===== src/rtl/matmul_pkg.sv =====
// Shared constants for the matmul APB slave: widths, register map, control-field layout
// and the APB transfer FSM state type.
package matmul_pkg;

    localparam int DATA_WIDTH = 8;
    localparam int BUS_WIDTH  = 32;
    localparam int MAX_DIM    = BUS_WIDTH / DATA_WIDTH;
    localparam int ADDR_WIDTH = 16;
    localparam int LINE_W     = $clog2(MAX_DIM);
    localparam int CTRL_WIDTH = 16;

    localparam logic [4:0] REG_CONTROL   = 5'h00;
    localparam logic [4:0] REG_OPERAND_A = 5'h04;
    localparam logic [4:0] REG_OPERAND_B = 5'h08;
    localparam logic [4:0] REG_FLAGS     = 5'h0C;
    localparam logic [4:0] REG_SP        = 5'h10;

    localparam int CTRL_START  = 0;
    localparam int CTRL_MODE   = 1;
    localparam int CTRL_WR_TGT = 2;
    localparam int CTRL_RD_TGT = 4;
    localparam int CTRL_N      = 8;
    localparam int CTRL_K      = 10;
    localparam int CTRL_M      = 12;

    // Bits that physically exist in the control register; everything else reads back as 0.
    localparam logic [CTRL_WIDTH-1:0] CTRL_MASK = CTRL_WIDTH'(
        (1 << CTRL_START) | (1 << CTRL_MODE) | (3 << CTRL_WR_TGT) | (3 << CTRL_RD_TGT) |
        (3 << CTRL_N) | (3 << CTRL_K) | (3 << CTRL_M));

    typedef enum logic [1:0] {
        ST_IDLE     = 2'd0,
        ST_SETUP    = 2'd1,
        ST_ACCESS   = 2'd2,
        ST_ACC_WAIT = 2'd3
    } apb_state_e;

endpackage


===== src/rtl/matmul_operand_buf.sv =====
// Operand line buffer: MAX_DIM lines of BUS_WIDTH bits, written one element lane at a time.
module matmul_operand_buf
    import matmul_pkg::*;
(
    input  logic                         clk_i,
    input  logic                         rst_ni,
    input  logic                         we_i,
    input  logic [LINE_W-1:0]            line_i,
    input  logic [MAX_DIM-1:0]           strb_i,
    input  logic [BUS_WIDTH-1:0]         wdata_i,
    output logic [BUS_WIDTH-1:0]         rdata_o,
    output logic [MAX_DIM*BUS_WIDTH-1:0] lines_o
);

    logic [BUS_WIDTH-1:0] mem_q [MAX_DIM];

    always_ff @(posedge clk_i or negedge rst_ni) begin
        if (!rst_ni) begin
            for (int l = 0; l < MAX_DIM; l++) mem_q[l] <= '0;
        end else if (we_i) begin
            for (int e = 0; e < MAX_DIM; e++) begin
                if (strb_i[e]) mem_q[line_i][e*DATA_WIDTH +: DATA_WIDTH] <= wdata_i[e*DATA_WIDTH +: DATA_WIDTH];
            end
        end
    end

    assign rdata_o = mem_q[line_i];

    for (genvar l = 0; l < MAX_DIM; l++) begin : g_flat
        assign lines_o[l*BUS_WIDTH +: BUS_WIDTH] = mem_q[l];
    end

endmodule


===== src/rtl/matmul_apb_slave.sv =====
// APB3 slave front end of the matmul accelerator: register decode, operand buffers, core start/busy.
// Define MATMUL_PSTRB_EN to let pstrb_i mask element writes; otherwise every write is full-word.
module matmul_apb_slave
    import matmul_pkg::*;
(
    input  logic                         clk_i,
    input  logic                         rst_ni,
    input  logic                         psel_i,
    input  logic                         penable_i,
    input  logic                         pwrite_i,
    input  logic [ADDR_WIDTH-1:0]        paddr_i,
    input  logic [MAX_DIM-1:0]           pstrb_i,
    input  logic [BUS_WIDTH-1:0]         pwdata_i,
    output logic [BUS_WIDTH-1:0]         prdata_o,
    output logic                         pready_o,
    output logic                         pslverr_o,
    output logic                         busy_o,
    output logic                         start_o,
    output logic [CTRL_WIDTH-1:0]        ctrl_o,
    output logic [MAX_DIM*BUS_WIDTH-1:0] opa_o,
    output logic [MAX_DIM*BUS_WIDTH-1:0] opb_o,
    input  logic                         done_i,
    input  logic [BUS_WIDTH-1:0]         flags_i,
    input  logic                         flags_we_i,
    output logic                         sp_rd_en_o,
    output logic [LINE_W+1:0]            sp_rd_addr_o,
    input  logic [BUS_WIDTH-1:0]         sp_rd_data_i
);

    apb_state_e            state_q, state_d;
    logic [4:0]            region;
    logic [LINE_W-1:0]     line;
    logic [MAX_DIM-1:0]    wr_strb;
    logic                  is_ctrl, is_opa, is_opb, is_flags, is_sp, rw_reg;
    logic                  access_err, sp_read, commit, start_fire;
    logic                  busy_q, start_q;
    logic [CTRL_WIDTH-1:0] ctrl_q;
    logic [BUS_WIDTH-1:0]  flags_q, opa_rdata, opb_rdata, reg_rdata;
    logic                  unused_inputs;

    assign region = paddr_i[4:0];
    assign line   = paddr_i[5 +: LINE_W];

`ifdef MATMUL_PSTRB_EN
    assign wr_strb       = pstrb_i;
    assign unused_inputs = ^paddr_i[ADDR_WIDTH-1:5+LINE_W];
`else
    assign wr_strb       = '1;
    assign unused_inputs = ^{paddr_i[ADDR_WIDTH-1:5+LINE_W], pstrb_i};
`endif

    assign is_ctrl  = (region == REG_CONTROL);
    assign is_opa   = (region == REG_OPERAND_A);
    assign is_opb   = (region == REG_OPERAND_B);
    assign is_flags = (region == REG_FLAGS);
    assign is_sp    = (region == REG_SP);
    assign rw_reg   = is_ctrl | is_opa | is_opb;

    // Reads of any mapped region are always legal; writes need a writable region and an idle core.
    assign access_err = ~(rw_reg | is_flags | is_sp) | (pwrite_i & (~rw_reg | busy_q));
    assign sp_read    = is_sp & ~pwrite_i;
    assign start_fire = commit & is_ctrl & pwdata_i[CTRL_START] & wr_strb[CTRL_START / DATA_WIDTH];

    always_comb begin
        reg_rdata = '0;
        if (is_ctrl)       reg_rdata = BUS_WIDTH'(ctrl_q);
        else if (is_opa)   reg_rdata = opa_rdata;
        else if (is_opb)   reg_rdata = opb_rdata;
        else if (is_flags) reg_rdata = flags_q;
    end

    always_ff @(posedge clk_i or negedge rst_ni) begin
        if (!rst_ni) state_q <= ST_IDLE;
        else         state_q <= state_d;
    end

    // state_d is the phase of the current bus cycle, so pready can rise in the first ACCESS cycle.
    always_comb begin
        state_d      = ST_IDLE;
        pready_o     = 1'b0;
        pslverr_o    = 1'b0;
        prdata_o     = '0;
        sp_rd_en_o   = 1'b0;
        sp_rd_addr_o = '0;
        commit       = 1'b0;
        if (psel_i) begin
            if (!penable_i) begin
                state_d = ST_SETUP;
            end else if (state_q == ST_SETUP) begin
                state_d = ST_ACCESS;
                if (sp_read) begin
                    sp_rd_en_o   = 1'b1;
                    sp_rd_addr_o = {ctrl_q[CTRL_RD_TGT +: 2], line};
                end else begin
                    pready_o  = 1'b1;
                    pslverr_o = access_err;
                    prdata_o  = access_err ? '0 : reg_rdata;
                    commit    = pwrite_i & ~access_err;
                end
            end else if (state_q == ST_ACCESS && sp_read) begin
                state_d  = ST_ACC_WAIT;
                pready_o = 1'b1;
                prdata_o = sp_rd_data_i;
            end
        end
    end

    // A start commit raises busy and the start pulse together; the stored start bit drops with the pulse.
    always_ff @(posedge clk_i or negedge rst_ni) begin
        if (!rst_ni) begin
            busy_q  <= 1'b0;
            start_q <= 1'b0;
            ctrl_q  <= '0;
            flags_q <= '0;
        end else begin
            start_q <= start_fire;
            busy_q  <= start_fire | (busy_q & ~done_i);
            if (commit && is_ctrl) begin
                for (int i = 0; i < CTRL_WIDTH; i++) begin
                    if (wr_strb[i / DATA_WIDTH]) ctrl_q[i] <= pwdata_i[i] & CTRL_MASK[i];
                end
            end else if (start_q) begin
                ctrl_q[CTRL_START] <= 1'b0;
            end
            if (start_q)         flags_q <= '0;
            else if (flags_we_i) flags_q <= flags_i;
        end
    end

    matmul_operand_buf u_opa (
        .clk_i   (clk_i),
        .rst_ni  (rst_ni),
        .we_i    (commit & is_opa),
        .line_i  (line),
        .strb_i  (wr_strb),
        .wdata_i (pwdata_i),
        .rdata_o (opa_rdata),
        .lines_o (opa_o)
    );

    matmul_operand_buf u_opb (
        .clk_i   (clk_i),
        .rst_ni  (rst_ni),
        .we_i    (commit & is_opb),
        .line_i  (line),
        .strb_i  (wr_strb),
        .wdata_i (pwdata_i),
        .rdata_o (opb_rdata),
        .lines_o (opb_o)
    );

    assign busy_o  = busy_q;
    assign start_o = start_q;
    assign ctrl_o  = ctrl_q;

endmodule

===== config.mk =====
export PLATFORM = sky130hd
export DESIGN_NAME = matmul_apb_slave
export DESIGN_NICKNAME = d
export VERILOG_FILES = /design/src/rtl/matmul_pkg.sv /design/src/rtl/matmul_operand_buf.sv /design/src/rtl/matmul_apb_slave.sv
export SDC_FILE = /design/constraint.sdc
export NUM_CORES = 1
export LEC_CHECK = 0
export ABC_CLOCK_PERIOD_IN_PS = 3100
export BUFFER_PORTS_ARGS = -buffer_cell sky130_fd_sc_hd__buf_2
export CORE_ASPECT_RATIO = 1.5
export CORE_UTILIZATION = 51
export CTS_BUF_LIST = sky130_fd_sc_hd__clkbuf_4
export DETAILED_ROUTE_END_ITERATION = 6
export GPL_TIMING_DRIVEN = 1
export PLACE_DENSITY = 0.76
export SYNTH_ARGS = -nofsm -noshare
export SYNTH_HDL_FRONTEND = slang
export SYNTH_SLANG_ARGS = --single-unit

===== constraint.sdc =====
create_clock -name clk_i -period 3.1 [get_ports clk_i]
set_input_delay 0.62 -clock clk_i [delete_from_list [all_inputs] [get_ports clk_i]]
set_output_delay 0.62 -clock clk_i [all_outputs]
set_load 0.01 [all_outputs]

==> summary.md, run 1 <==
| Metric | Value |
|---|---|
| Seq/Total Area, Yosys | `52.3%` |
| Ports | `436` |
| Fin cells | `1978` |
| Peak supply drop | `306 uV` |
| Drc violations | `0` |
| Drt wl/cell | `24.4 um` |
| Tmin final | `3.14 ns` |
| Core footprint | `28000 sq um` |
| Hold WC Path Type | `in -> reg` |
| Combinational share of power | `8.1%` |
| Vias in the first global route | `12316` |
| Vias per inst | `5.92` |
| Maximum number of pins on one net before global-route repair | `72` |
| Worst setup path class | `reg -> out` |
| Cell Chain, Critical Path | `nand4b_1 > nor4b_2 > o21ai_2 > buf_12 > o31ai_4 > buf_2` |
| Initial Util | `52.0%` |
| Rel. slew slack | `55.2%` |
| Die H | `209 um` |
| Dpl cells | `1852` |
| TritonRoute pass-1 iters | `7` |
| Post-Synthesis Cells | `1115` |
| NetSw | `1.98 mW` |
| Hold_ws | `0.155 ns` |
| Worst Hold End | `state_q[0]$_DFF_PN0_` |
| Synth top area cells | `dfrtp_1, mux2_2, mux2i_1` |
| Share of layout cells above drive strength 1 | `53.9%` |
| Clock Sinks | `304` |
| Die Wd | `140 um` |
| Total Negative Setup Slacks | `-0.0552 ns` |
| Clock skew | `0.0519 ns` |
| Via Count | `11709` |
| Max_cap viols | `0` |
| Main flop type after synthesis | `dfrtp_1` |
| Post-DP HPWL | `33300 um` |
| Die Footprint | `29200 sq um` |
| Row Count | `75` |
| Status | `finished, violations left` |
| Multi-input logic area | `6530 sq um` |
| Clock share of power | `40.1%` |
| Synth top area share | `52.3%` |
| Clock buffer depth | `3` |
| Clk_lat worst skew | `0.70 ns` |
| Avg Synthesized Cell Area | `13.0 sq um` |
| Synthesized flop and latch total | `304` |
| Mapped cell area | `14500 sq um` |
| Number of synthesized flops with an enable pin | `0` |
| FF-to-FF path depth | `6` |
| Unique masters post-synth | `49` |
| 1st-iter DRT viols | `637` |
| Synthesis Warnings | `0` |
| Worst setup margin | `-0.0369 ns` |
| Port bufs | `418` |
| Violated checks | `setup timing` |
| DRT antenna net count | `0` |
| Worst slew pin tran | `0.672 ns` |
| Crit-path max FO | `19` |
| Int Power | `5.86 mW` |
| Layout Utilization | `65.5%` |
| CP max-delay cell | `dfrtp_1` |
| Most common cell after layout, fill and taps aside | `buf_2` |
| CP endpoint kind | `output port` |
| Register area | `7610 sq um` |
| FMAX | `319 MHz` |
| Critical R2R Capture | `u_opb.lines_o[12]$_DFFE_PN0P_` |
| Synthesis-to-layout area growth | `25.9%` |
| GR Overflow Total | `0` |
| NumNets Final | `1709` |
| Fillers | `2203` |
| CTS buffer count | `75` |
| Initial antenna violation count | `5` |
| R2r setup slk | `0.68 ns` |
| Area leader, netlist | `dfrtp_1` |
| Sw Share | `25.3%` |
| H-tree depth | `3` |
| Slowest Stage Delay on Critical Path | `0.41 ns` |
| Data required, critical path | `2.48 ns` |
| First-pass GRT wire length | `72000 um` |
| Depth of the worst hold-timing path | `2` |
| Pre-CTS WS | `-0.0222 ns` |
| # setup viols final | `2` |
| R2r startpoint | `state_q[1]$_DFF_PN0_` |
| Pwr dens | `428 nW/um^2` |
| TritonCTS clock tree | `yes` |
| Post-synth ARST share | `100%` |
| Period utilization | `101%` |
| Pins Over Slew Limit | `0` |
| Final Hold Vio Count | `0` |
| Seq pwr share | `51.8%` |
| RD Place Congestion | `0.851` |
| Total GRT Usage | `33.2%` |
| Clock Pin Slew Worst Setup and Hold Paths | `0.07 ns` |
| Most frequent cells in the layout | `buf_2, dfrtp_1, mux2_2, mux2i_1, clkbuf_4` |
| RSZ-0062 raised after global routing | `true` |
| Leak | `10.1 nW` |
| Critical Path AT | `2.52 ns` |
| Clk root buf | `clkbuf_4` |
| Hold Crit Start | `penable_i` |
| CP Launch Type | `flip-flop` |
| Post-Route WL | `48200 um` |
## per-layer routing
metal | track usage (%) | vias up | routed length [um] | share of wire, %
li1 | - | 5053 | - | -
met1 | 37.0 | 5919 | 17300 | 36
met2 | 58.0 | 581 | 25200 | 52
met3 | 7.88 | 154 | 3340 | 6.9
met4 | 18.5 | 2 | 2380 | 4.9
met5 | 0 | - | 13 | 0.027
## synthesized netlist by cell type (4+ instances only)
master / instances
nor3_2: 5
and2_1: 4
nand2_1: 81
nand3_1: 7
o21a_1: 6
o22ai_1: 62
mux2_2: 254
buf_4: 13
mux2i_1: 108
nor2_1: 41
buf_1: 6
mux2_1: 32
inv_1: 4
mux4_2: 17
buf_6: 12
dfrtp_1: 304
buf_2: 22
clkbuf_1: 31
o21ai_0: 43
a32oi_1: 6
nor4_4: 5
nor2b_1: 4
a21oi_1: 7
nand2b_1: 5
## how the worst max path moves through the flow
| stage | start | to | slack, ns | cells after the start |
|---|---|---|---|---|
| 2_1_floorplan | paddr_i[5] | prdata_o[1] | 0.38 | 6 |
| 3_3_place_gp | paddr_i[4] | prdata_o[21] | 0.06 | 7 |
| 3_5_place_dp | paddr_i[4] | prdata_o[21] | -0.02 | 7 |
| 4_1_cts | state_q[1]$_DFF_PN0_ | prdata_o[21] | 0.003 | 6 |
| 5_1_grt | state_q[1]$_DFF_PN0_ | prdata_o[28] | -0.12 | 6 |
| 6_report | state_q[1]$_DFF_PN0_ | prdata_o[28] | -0.04 | 6 |
## final cells by class
class / instances / area share (%)
flip-flops and latches: 304 / 41.6
multi-input cells: 726 / 35.7
repair buffers: 475 / 15.6
clock buffers: 103 / 4.22
well taps: 346 / 2.36
clock inverters: 16 / 0.485
inverters: 4 / 0.0820
diodes: 4 / 0.0547
## state kept, by name, summed over array words and instances, names as in the netlist
name           count
u_opa.lines_o    128
u_opb.lines_o    128
flags_q           32
ctrl_o            12
state_q            2
busy_o             1
start_o            1
## timing repair
item | 4_1_cts | 5_1_grt
setup endpoints to repair | 5 | 5
setup buffers | 0 | 2
cloned | 0 | 0
hold buffers | 1 | 0
endpoints found under the hold margin | 65 | 0
pin swaps | 0 | 1
resized for setup | 4 | 3
## critical path: cells and delay by family (launching register included)
kind	cells	cell delay [ns]
compound gates	2	0.40
simple gates	2	0.64
flops	1	0.41
buf+inv	2	0.37
## metrics by stage
stage | total power, mW | instance area (sq um)
finish | 7.84 | 18300
global route | 8.17 | 18300
CTS | 7.92 | 18300
detailed placement | 4.76 | 17400
global placement | 4.75 | 17400
floorplan | 4.39 | 14600
## power groups by stage
stage / clock (mW) / combinational (mW) / sequential, mW
2_1_floorplan: 0 / 0.262 / 4.13
5_1_grt: 3.42 / 0.687 / 4.06
4_1_cts: 3.23 / 0.635 / 4.06
3_3_place_gp: 0 / 0.621 / 4.13
6_report: 3.15 / 0.639 / 4.06
3_5_place_dp: 0 / 0.632 / 4.13
## logic make-up (layout without fill, tap and decap cells)
family          after synthesis  in the layout  synth area share (%)
compound gates              140            140                  5.96
flops                       304            304                  52.3
buf+inv                      88            598                  3.42
simple gates                171            171                  6.06
mux                         411            411                  32.2
other cells                   1              8                0.0258
No activity file was read; power rests on OpenSTA's default activity.
==> run 2: changes to the inputs <==
RECOVER_POWER = 50   (was unset)
==> run 2 against run 1 <==
The run ends with capacitance limit, slew limit, setup timing left. Maximum frequency up 0.44%. Die area is the same. Sequential share of layout area is 0.47 points higher. Critical endpoint unchanged. Largest power group unchanged.
==> summary.md, run 2 (synthesized netlist as in run 1, its figures left out) <==
| Metric | Value |
|---|---|
| Status | `finished, violations left` |
| Violated checks | `capacitance limit, slew limit, setup timing` |
| First-pass GRT wire length | `72000 um (unchanged)` |
| Clock Sinks | `304 (unchanged)` |
| Clock buffer depth | `3 (unchanged)` |
| Most common cell after layout, fill and taps aside | `dfrtp_1` |
| CP Launch Type | `flip-flop` |
| Die H | `209 um (unchanged)` |
| Clock skew | `0.0504 ns (-0.00153 ns)` |
| # setup viols final | `1 (-1)` |
| Worst Hold End | `state_q[0]$_DFF_PN0_` |
| Overall power | `7.83 mW (-0.16%)` |
| RD Place Congestion | `0.851 (unchanged)` |
| TritonRoute pass-1 iters | `6 (-1)` |
| Drt wl/cell | `24.4 um (about the same)` |
| NumNets Final | `1709 (unchanged)` |
| H-tree depth | `3 (unchanged)` |
| Initial Util | `52.0% (unchanged)` |
| Row Count | `75 (unchanged)` |
| Total GRT Usage | `33.2% (unchanged)` |
| Most frequent cells in the layout | `dfrtp_1, buf_2, mux2_2, clkbuf_1, mux2i_1` |
| Synthesis-to-layout area growth | `24.5%` |
| Pwr dens | `432 nW/um^2 (+0.97%)` |
| Period utilization | `101% (-0.45 points)` |
| Critical R2R Capture | `u_opa.lines_o[100]$_DFFE_PN0P_` |
| FMAX | `320 MHz (+0.44%)` |
| Die Footprint | `29200 sq um (unchanged)` |
| Hold Crit Start | `penable_i` |
| Peak supply drop | `303 uV (-1.2%)` |
| CP endpoint kind | `output port` |
| FF-to-FF path depth | `6 (unchanged)` |
| GR Overflow Total | `0 (unchanged)` |
| DP Area | `17400 sq um (unchanged)` |
| Drc violations | `0 (unchanged)` |
| Vias per inst | `5.91 (-0.14%)` |
| Die Wd | `140 um (unchanged)` |
| Maximum number of pins on one net before global-route repair | `72 (unchanged)` |
| Core footprint | `28000 sq um (unchanged)` |
| Pre-CTS WS | `-0.0222 ns (unchanged)` |
| TritonCTS clock tree | `yes` |
| Post-DP HPWL | `33300 um (unchanged)` |
| Hold_ws | `0.163 ns (+0.00850 ns)` |
| 1st-iter DRT viols | `609 (-4.4%)` |
| R2r startpoint | `state_q[1]$_DFF_PN0_` |
| Share of layout cells above drive strength 1 | `46.5% (-7.4 points)` |
| Worst setup margin | `-0.0231 ns (+0.0139 ns)` |
| Clk_lat worst skew | `0.69 ns (about the same)` |
| Total Negative Setup Slacks | `-0.0231 ns (+0.0321 ns)` |
| Max_cap viols | `2 (+2)` |
| Rel. slew slack | `-40.7% (-96 points)` |
| Critical Path AT | `2.50 ns (-0.02 ns)` |
| Data required, critical path | `2.48 ns (about the same)` |
| Depth of the worst hold-timing path | `2 (unchanged)` |
| Port bufs | `418 (unchanged)` |
| R2r setup slk | `0.58 ns (-0.10 ns)` |
| Worst setup path class | `reg -> out` |
| Via Count | `11693 (-0.14%)` |
| Pins Over Slew Limit | `104 (+104)` |
| Hold WC Path Type | `in -> reg` |
| Leak | `9.60 nW (-5.3%)` |
| Initial antenna violation count | `5 (unchanged)` |
| Crit-path max FO | `19 (unchanged)` |
| Final Hold Vio Count | `0 (unchanged)` |
| RSZ-0062 raised after global routing | `true` |
| CTS buffer count | `75 (unchanged)` |
| DRT antenna net count | `0 (unchanged)` |
| Clk root buf | `clkbuf_4` |
| Vias in the first global route | `12316 (unchanged)` |
| Ports | `436 (unchanged)` |
| Tmin final | `3.12 ns (-0.0139 ns)` |
| Clock Pin Slew Worst Setup and Hold Paths | `0.06 ns (about the same)` |
| Final instance area | `18100 sq um (-1.1%)` |
| Worst slew pin tran | `2.11 ns (+1.44 ns)` |
| Post-Route WL | `48300 um (about the same)` |
-- run 2: cell count changes in the layout (fill, tap and decap cells not counted), sizes merged --
| cell | before | now |
|---|---|---|
| buf | 474 | 351 |
| clkbuf | 103 | 226 |
-- run 2: where the power goes --
| group | total (mW) | internal, mW | switching, mW | leakage [nW] |
|---|---|---|---|---|
| combinational | 0.628 | 0.227 | 0.402 | 4.91 |
| sequential | 4.06 | 4.02 | 0.0357 | 4.17 |
| clock | 3.14 | 1.60 | 1.54 | 0.516 |
| total | 7.83 | 5.85 | 1.98 | 9.60 |
-- run 2: worst max path at each step --
stage                                     from      endpoint  slack (ns)
final                     state_q[1]$_DFF_PN0_  prdata_o[28]       -0.02
after CTS                 state_q[1]$_DFF_PN0_  prdata_o[21]       0.003
after global routing      state_q[1]$_DFF_PN0_  prdata_o[28]       -0.12
after detailed placement            paddr_i[4]  prdata_o[21]       -0.02
after floorplan                     paddr_i[5]   prdata_o[1]        0.38
after global placement              paddr_i[4]  prdata_o[21]        0.06
-- run 2: critical path, cell delays in order, from the launching register on --
cell      delay [ns]
dfrtp_1         0.40
nand4b_1        0.27
nor4b_2         0.37
o21ai_2         0.12
buf_12          0.19
o31ai_4         0.28
buf_2           0.18
-- run 2: layer usage --
metal  vias up  GRT usage [%]  part of all wire [%]
li1       5056              -                     -
met1      5922           37.0                    36
met2       549           58.0                    52
met3       164           7.88                   6.9
met4         2           18.5                   5.1
met5         -              0                 0.027
-- run 2: area by class of cell --
| cell class | instances | area, sq um |
|---|---|---|
| diodes | 4 | 10.0 |
| clock buffers | 103 | 773 |
| clock inverters | 16 | 88.8 |
| fillers | 2285 | 9860 |
| inverters | 4 | 15.0 |
| multi-input cells | 726 | 6530 |
| flip-flops and latches | 304 | 7610 |
| well taps | 346 | 433 |
| repair buffers | 475 | 2650 |
-- run 2: per-stage QoR --
stage | cells | utilization, %
after global placement | 1852 | 62.2
after CTS | 1972 | 65.3
final | 1978 | 64.8
after global routing | 1978 | 64.8
after detailed placement | 1852 | 62.2
after floorplan | 1118 | -
-- run 2: repair_timing --
action / 4_1_cts / 5_1_grt
setup buffers: 0 / 2
gates resized for setup: 4 / 3
hold buffers: 1 / 0
cloned: 0 / 0
hold endpoints to repair: 65 / 0
endpoints found under the setup margin: 5 / 5
pin swaps: 0 / 1
